### config.mk
export PLATFORM = sky130hd
export DESIGN_NAME = frame_dump_ctrl
export DESIGN_NICKNAME = d
export VERILOG_FILES = /design/src/rtl/frame_dump_ctrl_pkg.sv /design/src/rtl/frame_dump_fcnt.sv /design/src/rtl/frame_dump_ctrl.sv
export SDC_FILE = /design/constraint.sdc
export NUM_CORES = 1
export LEC_CHECK = 0
export CAP_MARGIN = 40
export CORE_ASPECT_RATIO = 0.6
export CORE_MARGIN = 2
export CORE_UTILIZATION = 39
export DETAILED_ROUTE_END_ITERATION = 16
export PLACE_DENSITY = 0.7
export SETUP_SLACK_MARGIN = 0.05
export SYNTH_ARGS = -nofsm -noshare
export SYNTH_HDL_FRONTEND = slang
export SYNTH_SLANG_ARGS = --single-unit
### constraint.sdc
create_clock -name clk -period 3.6 [get_ports clk]
set_input_delay 0.36 -clock clk [delete_from_list [all_inputs] [get_ports clk]]
set_output_delay 0.36 -clock clk [all_outputs]
set_load 0.01 [all_outputs]
### src/rtl/frame_dump_ctrl_pkg.sv
// Shared definitions for the frame-keyed capture window scheduler.
// Contents:
//   DEF_CNTW / DEF_LENW / DEF_WINW : default counter widths
//   ST_*                           : state encodings (3 bits)
//   state_t                        : FSM state type built on the ST_* codes
package frame_dump_ctrl_pkg;

    localparam int DEF_CNTW = 32;
    localparam int DEF_LENW = 16;
    localparam int DEF_WINW = 8;

    localparam logic [2:0] ST_IDLE   = 3'd0;
    localparam logic [2:0] ST_ARMED  = 3'd1;
    localparam logic [2:0] ST_ACTIVE = 3'd2;
    localparam logic [2:0] ST_GAP    = 3'd3;
    localparam logic [2:0] ST_DONE   = 3'd4;

    typedef enum logic [2:0] {
        S_IDLE   = ST_IDLE,
        S_ARMED  = ST_ARMED,
        S_ACTIVE = ST_ACTIVE,
        S_GAP    = ST_GAP,
        S_DONE   = ST_DONE
    } state_t;

endpackage

### src/rtl/frame_dump_fcnt.sv
// Vertical-sync falling-edge detector and completed-frame counter.
// Ports:
//   clk, rst   : clock, synchronous active-high reset
//   vs         : vertical sync, a frame ends on its falling edge
//   frame_stb  : registered 1-cycle pulse, the cycle after the edge is sampled
//   frame_cnt  : completed frames; bumps on the frame_stb cycle, wraps
module frame_dump_fcnt
    import frame_dump_ctrl_pkg::*;
#(
    parameter int CNTW = DEF_CNTW
) (
    input  logic            clk,
    input  logic            rst,
    input  logic            vs,
    output logic            frame_stb,
    output logic [CNTW-1:0] frame_cnt
);

    logic            vs_l_q, vs_l_d;
    logic            frame_stb_q, frame_stb_d;
    logic [CNTW-1:0] frame_cnt_q, frame_cnt_d;

    always_comb begin
        vs_l_d      = vs;
        frame_stb_d = vs_l_q & ~vs;
        frame_cnt_d = frame_cnt_q;
        // The count advances off the registered strobe, so consumers see the
        // pre-increment value during the frame_stb cycle.
        if (frame_stb_q) begin
            frame_cnt_d = frame_cnt_q + CNTW'(1);
        end
    end

    always_ff @(posedge clk) begin
        if (rst) begin
            vs_l_q      <= 1'b0;
            frame_stb_q <= 1'b0;
            frame_cnt_q <= '0;
        end else begin
            vs_l_q      <= vs_l_d;
            frame_stb_q <= frame_stb_d;
            frame_cnt_q <= frame_cnt_d;
        end
    end

    assign frame_stb = frame_stb_q;
    assign frame_cnt = frame_cnt_q;

endmodule

### src/rtl/frame_dump_ctrl.sv
// Capture-window scheduler keyed on video frame number. After arm it waits
// for frame cfg_start, opens a window of cfg_len frames, and optionally
// repeats it after cfg_gap frames (cfg_gap == 0 means one-shot).
// Ports:
//   clk, rst                 : clock, synchronous active-high reset
//   vs                       : vertical sync
//   arm, abort               : 1-cycle requests; abort wins over arm
//   cfg_start/len/gap        : latched only when arming from IDLE or DONE
//   frame_cnt, frame_stb     : frame counter and per-frame strobe
//   dump_on                  : high while a window is open
//   dump_start, dump_stop    : 1-cycle pulses on the dump_on edges
//   armed, done              : state flags for ARMED and DONE
//   win_cnt                  : windows closed since last arm, saturating
module frame_dump_ctrl
    import frame_dump_ctrl_pkg::*;
#(
    parameter int CNTW = DEF_CNTW,
    parameter int LENW = DEF_LENW,
    parameter int WINW = DEF_WINW
) (
    input  logic            clk,
    input  logic            rst,
    input  logic            vs,
    input  logic            arm,
    input  logic            abort,
    input  logic [CNTW-1:0] cfg_start,
    input  logic [LENW-1:0] cfg_len,
    input  logic [LENW-1:0] cfg_gap,
    output logic [CNTW-1:0] frame_cnt,
    output logic            frame_stb,
    output logic            dump_on,
    output logic            dump_start,
    output logic            dump_stop,
    output logic            armed,
    output logic            done,
    output logic [WINW-1:0] win_cnt
);

    localparam logic [LENW-1:0] LEN_ONE = LENW'(1);
    localparam logic [WINW-1:0] WIN_ONE = WINW'(1);

    state_t          state_q, state_d;
    logic [CNTW-1:0] start_l_q, start_l_d;
    logic [LENW-1:0] len_l_q, len_l_d;
    logic [LENW-1:0] gap_l_q, gap_l_d;
    logic [LENW-1:0] fc_q, fc_d;
    logic [WINW-1:0] win_cnt_q, win_cnt_d;
    logic            dump_on_q, dump_on_d;
    logic            dump_start_q, dump_start_d;
    logic            dump_stop_q, dump_stop_d;

    frame_dump_fcnt #(.CNTW(CNTW)) u_fcnt (
        .clk       (clk),
        .rst       (rst),
        .vs        (vs),
        .frame_stb (frame_stb),
        .frame_cnt (frame_cnt)
    );

    always_comb begin
        state_d      = state_q;
        start_l_d    = start_l_q;
        len_l_d      = len_l_q;
        gap_l_d      = gap_l_q;
        fc_d         = fc_q;
        win_cnt_d    = win_cnt_q;
        dump_on_d    = dump_on_q;
        dump_start_d = 1'b0;
        dump_stop_d  = 1'b0;

        if (abort) begin
            state_d = S_IDLE;
            fc_d    = '0;
            if (state_q == S_ACTIVE) begin
                dump_stop_d = 1'b1;
                dump_on_d   = 1'b0;
            end
        end else begin
            case (state_q)
                S_IDLE, S_DONE: begin
                    if (arm) begin
                        start_l_d = cfg_start;
                        len_l_d   = cfg_len;
                        gap_l_d   = cfg_gap;
                        win_cnt_d = '0;
                        fc_d      = '0;
                        // A zero-length window has nothing to capture.
                        state_d   = (cfg_len == '0) ? S_DONE : S_ARMED;
                    end
                end
                S_ARMED: begin
                    // Exact match only: a start already passed waits for wrap.
                    if (frame_stb && (frame_cnt == start_l_q)) begin
                        state_d      = S_ACTIVE;
                        fc_d         = '0;
                        dump_start_d = 1'b1;
                        dump_on_d    = 1'b1;
                    end
                end
                S_ACTIVE: begin
                    if (frame_stb) begin
                        if (fc_q == len_l_q - LEN_ONE) begin
                            dump_stop_d = 1'b1;
                            dump_on_d   = 1'b0;
                            fc_d        = '0;
                            if (win_cnt_q != '1) begin
                                win_cnt_d = win_cnt_q + WIN_ONE;
                            end
                            state_d = (gap_l_q == '0) ? S_DONE : S_GAP;
                        end else begin
                            fc_d = fc_q + LEN_ONE;
                        end
                    end
                end
                S_GAP: begin
                    if (frame_stb) begin
                        if (fc_q == gap_l_q - LEN_ONE) begin
                            fc_d         = '0;
                            state_d      = S_ACTIVE;
                            dump_start_d = 1'b1;
                            dump_on_d    = 1'b1;
                        end else begin
                            fc_d = fc_q + LEN_ONE;
                        end
                    end
                end
                default: state_d = S_IDLE;
            endcase
        end
    end

    always_ff @(posedge clk) begin
        if (rst) begin
            state_q      <= S_IDLE;
            start_l_q    <= '0;
            len_l_q      <= '0;
            gap_l_q      <= '0;
            fc_q         <= '0;
            win_cnt_q    <= '0;
            dump_on_q    <= 1'b0;
            dump_start_q <= 1'b0;
            dump_stop_q  <= 1'b0;
        end else begin
            state_q      <= state_d;
            start_l_q    <= start_l_d;
            len_l_q      <= len_l_d;
            gap_l_q      <= gap_l_d;
            fc_q         <= fc_d;
            win_cnt_q    <= win_cnt_d;
            dump_on_q    <= dump_on_d;
            dump_start_q <= dump_start_d;
            dump_stop_q  <= dump_stop_d;
        end
    end

    assign dump_on    = dump_on_q;
    assign dump_start = dump_start_q;
    assign dump_stop  = dump_stop_q;
    assign armed      = (state_q == S_ARMED);
    assign done       = (state_q == S_DONE);
    assign win_cnt    = win_cnt_q;

endmodule

==> flow_metrics.py <==
metrics = {
    "clock_tree": {
        "postCtsSetupBuffers": 0,
        "clk_latency_ps": 420,
        "clk_pin_slew_worst_paths_ps": 60,
        "clk_path_buf_depth": 2,
        "cts_sinks": 128,
        "cts_tree": "built",
        "hold_buffers": 0,
        "htreeDepth": 4,
        "ctsResizeCount": 0,
        "cts_buffers": 17,
        "cts_root_buffer": "clkbuf_16",
    },
    "sta": {
        "drv_slew": 0,
        "finClkSkew_ps": 13.5,
        "setup_slack_ps": 265,
        "worstMarginPinSlew_ps": 845,
        "max_freq_mhz": 300,
        "rsz0062_at_grt": "false",
        "tns_ps": 0,
        "hold_viol": 0,
        "slew-limit-headroom": 0.432,
        "finalSetupViolations": 0,
        "post-route-period-util": 0.926,
        "layout_min_cycle_time_ps": 3340,
    },
    "global_routing": {
        "grt_max_degree": 87,
        "grt_usage": 0.212,
        "grt_antenna_before_repair": 0,
        "overflow": 0,
        "grt_pass1_wl_um": 31500,
        "grt_pass1_vias": 5883,
    },
    "worst_setup_path": {
        "slowest_stage": "or4_1",
        "path_max_fanout": 15,
        "required_ps": 3950,
        "arrival_ps": 3690,
        "cp_num_buf_inv": 1,
        "path_delay_family": "simple AND/OR/NAND/NOR gates",
        "cp-start-kind": "flop",
        "max_stage_delay_ps": 560,
        "worstSetupEndpointType": "flop",
        "path_cells": "inv_1 -> ha_1 -> or4b_4 -> or4_1 -> a21boi_1 -> nor4b_2 -> and4_4 -> a31oi_4 -> or4_1 -> a21oi_1",
        "path_class": "reg -> reg",
        "cp_common_cell": "or4_1",
    },
    "layout": {
        "final_cell_mix": "nand2_1, dfxtp_1, clkdlybuf4s50_1",
        "final_common_cell": "nand2_1",
        "drive_above_1_share": 0.0721,
        "diodes": 0,
        "fin_nets": 1059,
        "areaGrowthSynthToFinish_pct": 29.8,
    },
    "synthesis": {
        "synthesis.instances": 885,
        "syn_area_per_cell_sq_um": 7.78,
        "yosysSeqAreaShare": 0.372,
        "synth_edf_count": 0,
        "synthFlopType": "dfxtp_1",
        "async_flop_share": 0,
        "synth_cell_types": 65,
        "syn_nets": 959,
        "ys_warn_count": 0,
        "syn_area_sq_mm": 0.00688,
        "ys_seq_elements": 128,
    },
    "power_and_ir_drop": {
        "power.leakage_nw": 3.34,
        "ir_worst_vdd_mv": 0.318,
        "powerDensity_mw_per_mm2": 447,
    },
    "detailed_routing": {
        "routed_wl_um": 19500,
        "drc_errors": 0,
        "drt_pass1_iterations": 5,
        "viasPerCell": 5.32,
        "first_iter_violations": 778,
        "detail-route-antenna-nets": 0,
        "wl_per_cell_um": 15.8,
        "vias": 6549,
    },
    "place": {
        "dp_slack_ps": 197,
        "port_buffers": 114,
        "gp_congestion": 0.922,
        "place_hpwl_um": 14300,
    },
    "floorplan": {
        "start_util": 0.400,
        "die_height_um": 107,
        "core-area_sq_mm": 0.0172,
        "row_count": 37,
        "die_w_um": 175,
        "io_pins": 115,
        "die_area_sq_mm": 0.0188,
    },
    "hold_path": {
        "hold_path_class": "in -> reg",
    },
    "run_status": {
        "outcome": "finished, final reports clean",
    },
    "run": {
        "max_cap_violations": 0,
    },
}
## per-layer routing
metal / track usage / vias to the layer above / share of wire / routed length, um
li1: - / 3295 / - / -
met1: 0.338 / 3010 / 0.55 / 10700
met2: 0.268 / 227 / 0.36 / 6990
met3: 0.0582 / 17 / 0.083 / 1620
met4: 0.0555 / 0 / 0.010 / 196
met5: 0 / - / 0 / 0
## registers in the layout, summed over array words and instances, names as in the netlist
signal and cells:
gap_l_q 16, state_q 3, start_l_q 32, dump_stop 1
u_fcnt.frame_stb 1, dump_on 1, u_fcnt.vs_l_q 1, fc_q 16
dump_start 1, u_fcnt.frame_cnt 32, len_l_q 16, win_cnt 8
## synth_stat cells, drive strengths merged (3+ instances only)
cell	count	area (sq um)
nand2	168	631
dfxtp	128	2560
a21oi	88	440
nor2	67	251
xor2	60	526
clkbuf	43	161
xnor2	41	367
nand3	39	195
nor3	26	130
nor4	23	150
o21ai	21	105
or3	20	125
and3	17	106
inv	12	45.0
buf	10	55.1
or2	8	50.1
a221o	7	70.1
a31oi	7	58.8
nand4	7	43.8
a22o	6	52.6
nor2b	6	37.5
ha	5	62.6
nand4b	5	43.8
nor4b	5	50.0
and2	4	25.0
and4	4	37.5
nand3b	4	30.0
o311ai	4	35.0
or4	4	30.0
a211oi	3	22.5
a21o	3	22.5
a311oi	3	26.3
nor3b	3	22.5
o22ai	3	18.8
o31ai	3	22.5
## tightest hold or removal path: stages
cell	delay [ps]
buf_4	90
or2_2	210
a21oi_1	50
## report_power, final
| part | internal (mW) | switching (mW) | total, mW |
|---|---|---|---|
| clock | 1.17 | 0.689 | 1.85 |
| combinational | 0.279 | 0.335 | 0.614 |
| sequential | 1.47 | 0.0581 | 1.52 |
## worst paths after layout
| path | to | slack [ps] | startpoint | cells past startpoint |
|---|---|---|---|---|
| worst max-delay path | win_cnt[7]$_SDFFE_PP0P_ | 260 | len_l_q[0]$_SDFFE_PP0P_ | 10 |
| worst min-delay path | state_q[0]$_SDFFE_PP0P_ | 340 | rst | 3 |
| worst max register to register | win_cnt[7]$_SDFFE_PP0P_ | 260 | len_l_q[0]$_SDFFE_PP0P_ | 10 |
| worst min register to register | u_fcnt.frame_stb$_SDFF_PP0_ | 460 | u_fcnt.vs_l_q$_SDFF_PP0_ | 1 |
## logic make-up (layout without fill, tap and decap cells)
group | count (synthesis) | in the layout | share of synthesized area
simple gates | 418 | 418 | 0.295
fa+ha+maj | 5 | 5 | 0.00909
xor+xnor | 102 | 102 | 0.133
mux | 4 | 4 | 0.00618
buf+inv | 65 | 178 | 0.0380
flops | 128 | 128 | 0.372
compound gates | 163 | 163 | 0.146
## per-stage QoR
stage | cell area (sq um) | hold WS [ps] | std cells | total power [mW] | util
after floorplan | 6880 | 436 | 885 | 1.93 | -
after CTS | 8930 | 310 | 1232 | 4.01 | 0.519
after detailed placement | 8300 | 453 | 1200 | 2.15 | 0.482
after global routing | 8930 | 325 | 1232 | 4.16 | 0.519
final | 8930 | 344 | 1232 | 3.99 | 0.519
after global placement | 8250 | 450 | 1197 | 2.14 | 0.479
## layout make-up
cell class,count,area [sq um]
multi-input cells,692,4060
flip-flops and latches,128,2560
clock inverters,15,209
well taps,234,293
fillers,1631,8290
repair buffers,134,1330
clock buffers,17,425
inverters,12,45.0
Note: power is estimated with default switching activity, not from simulation.
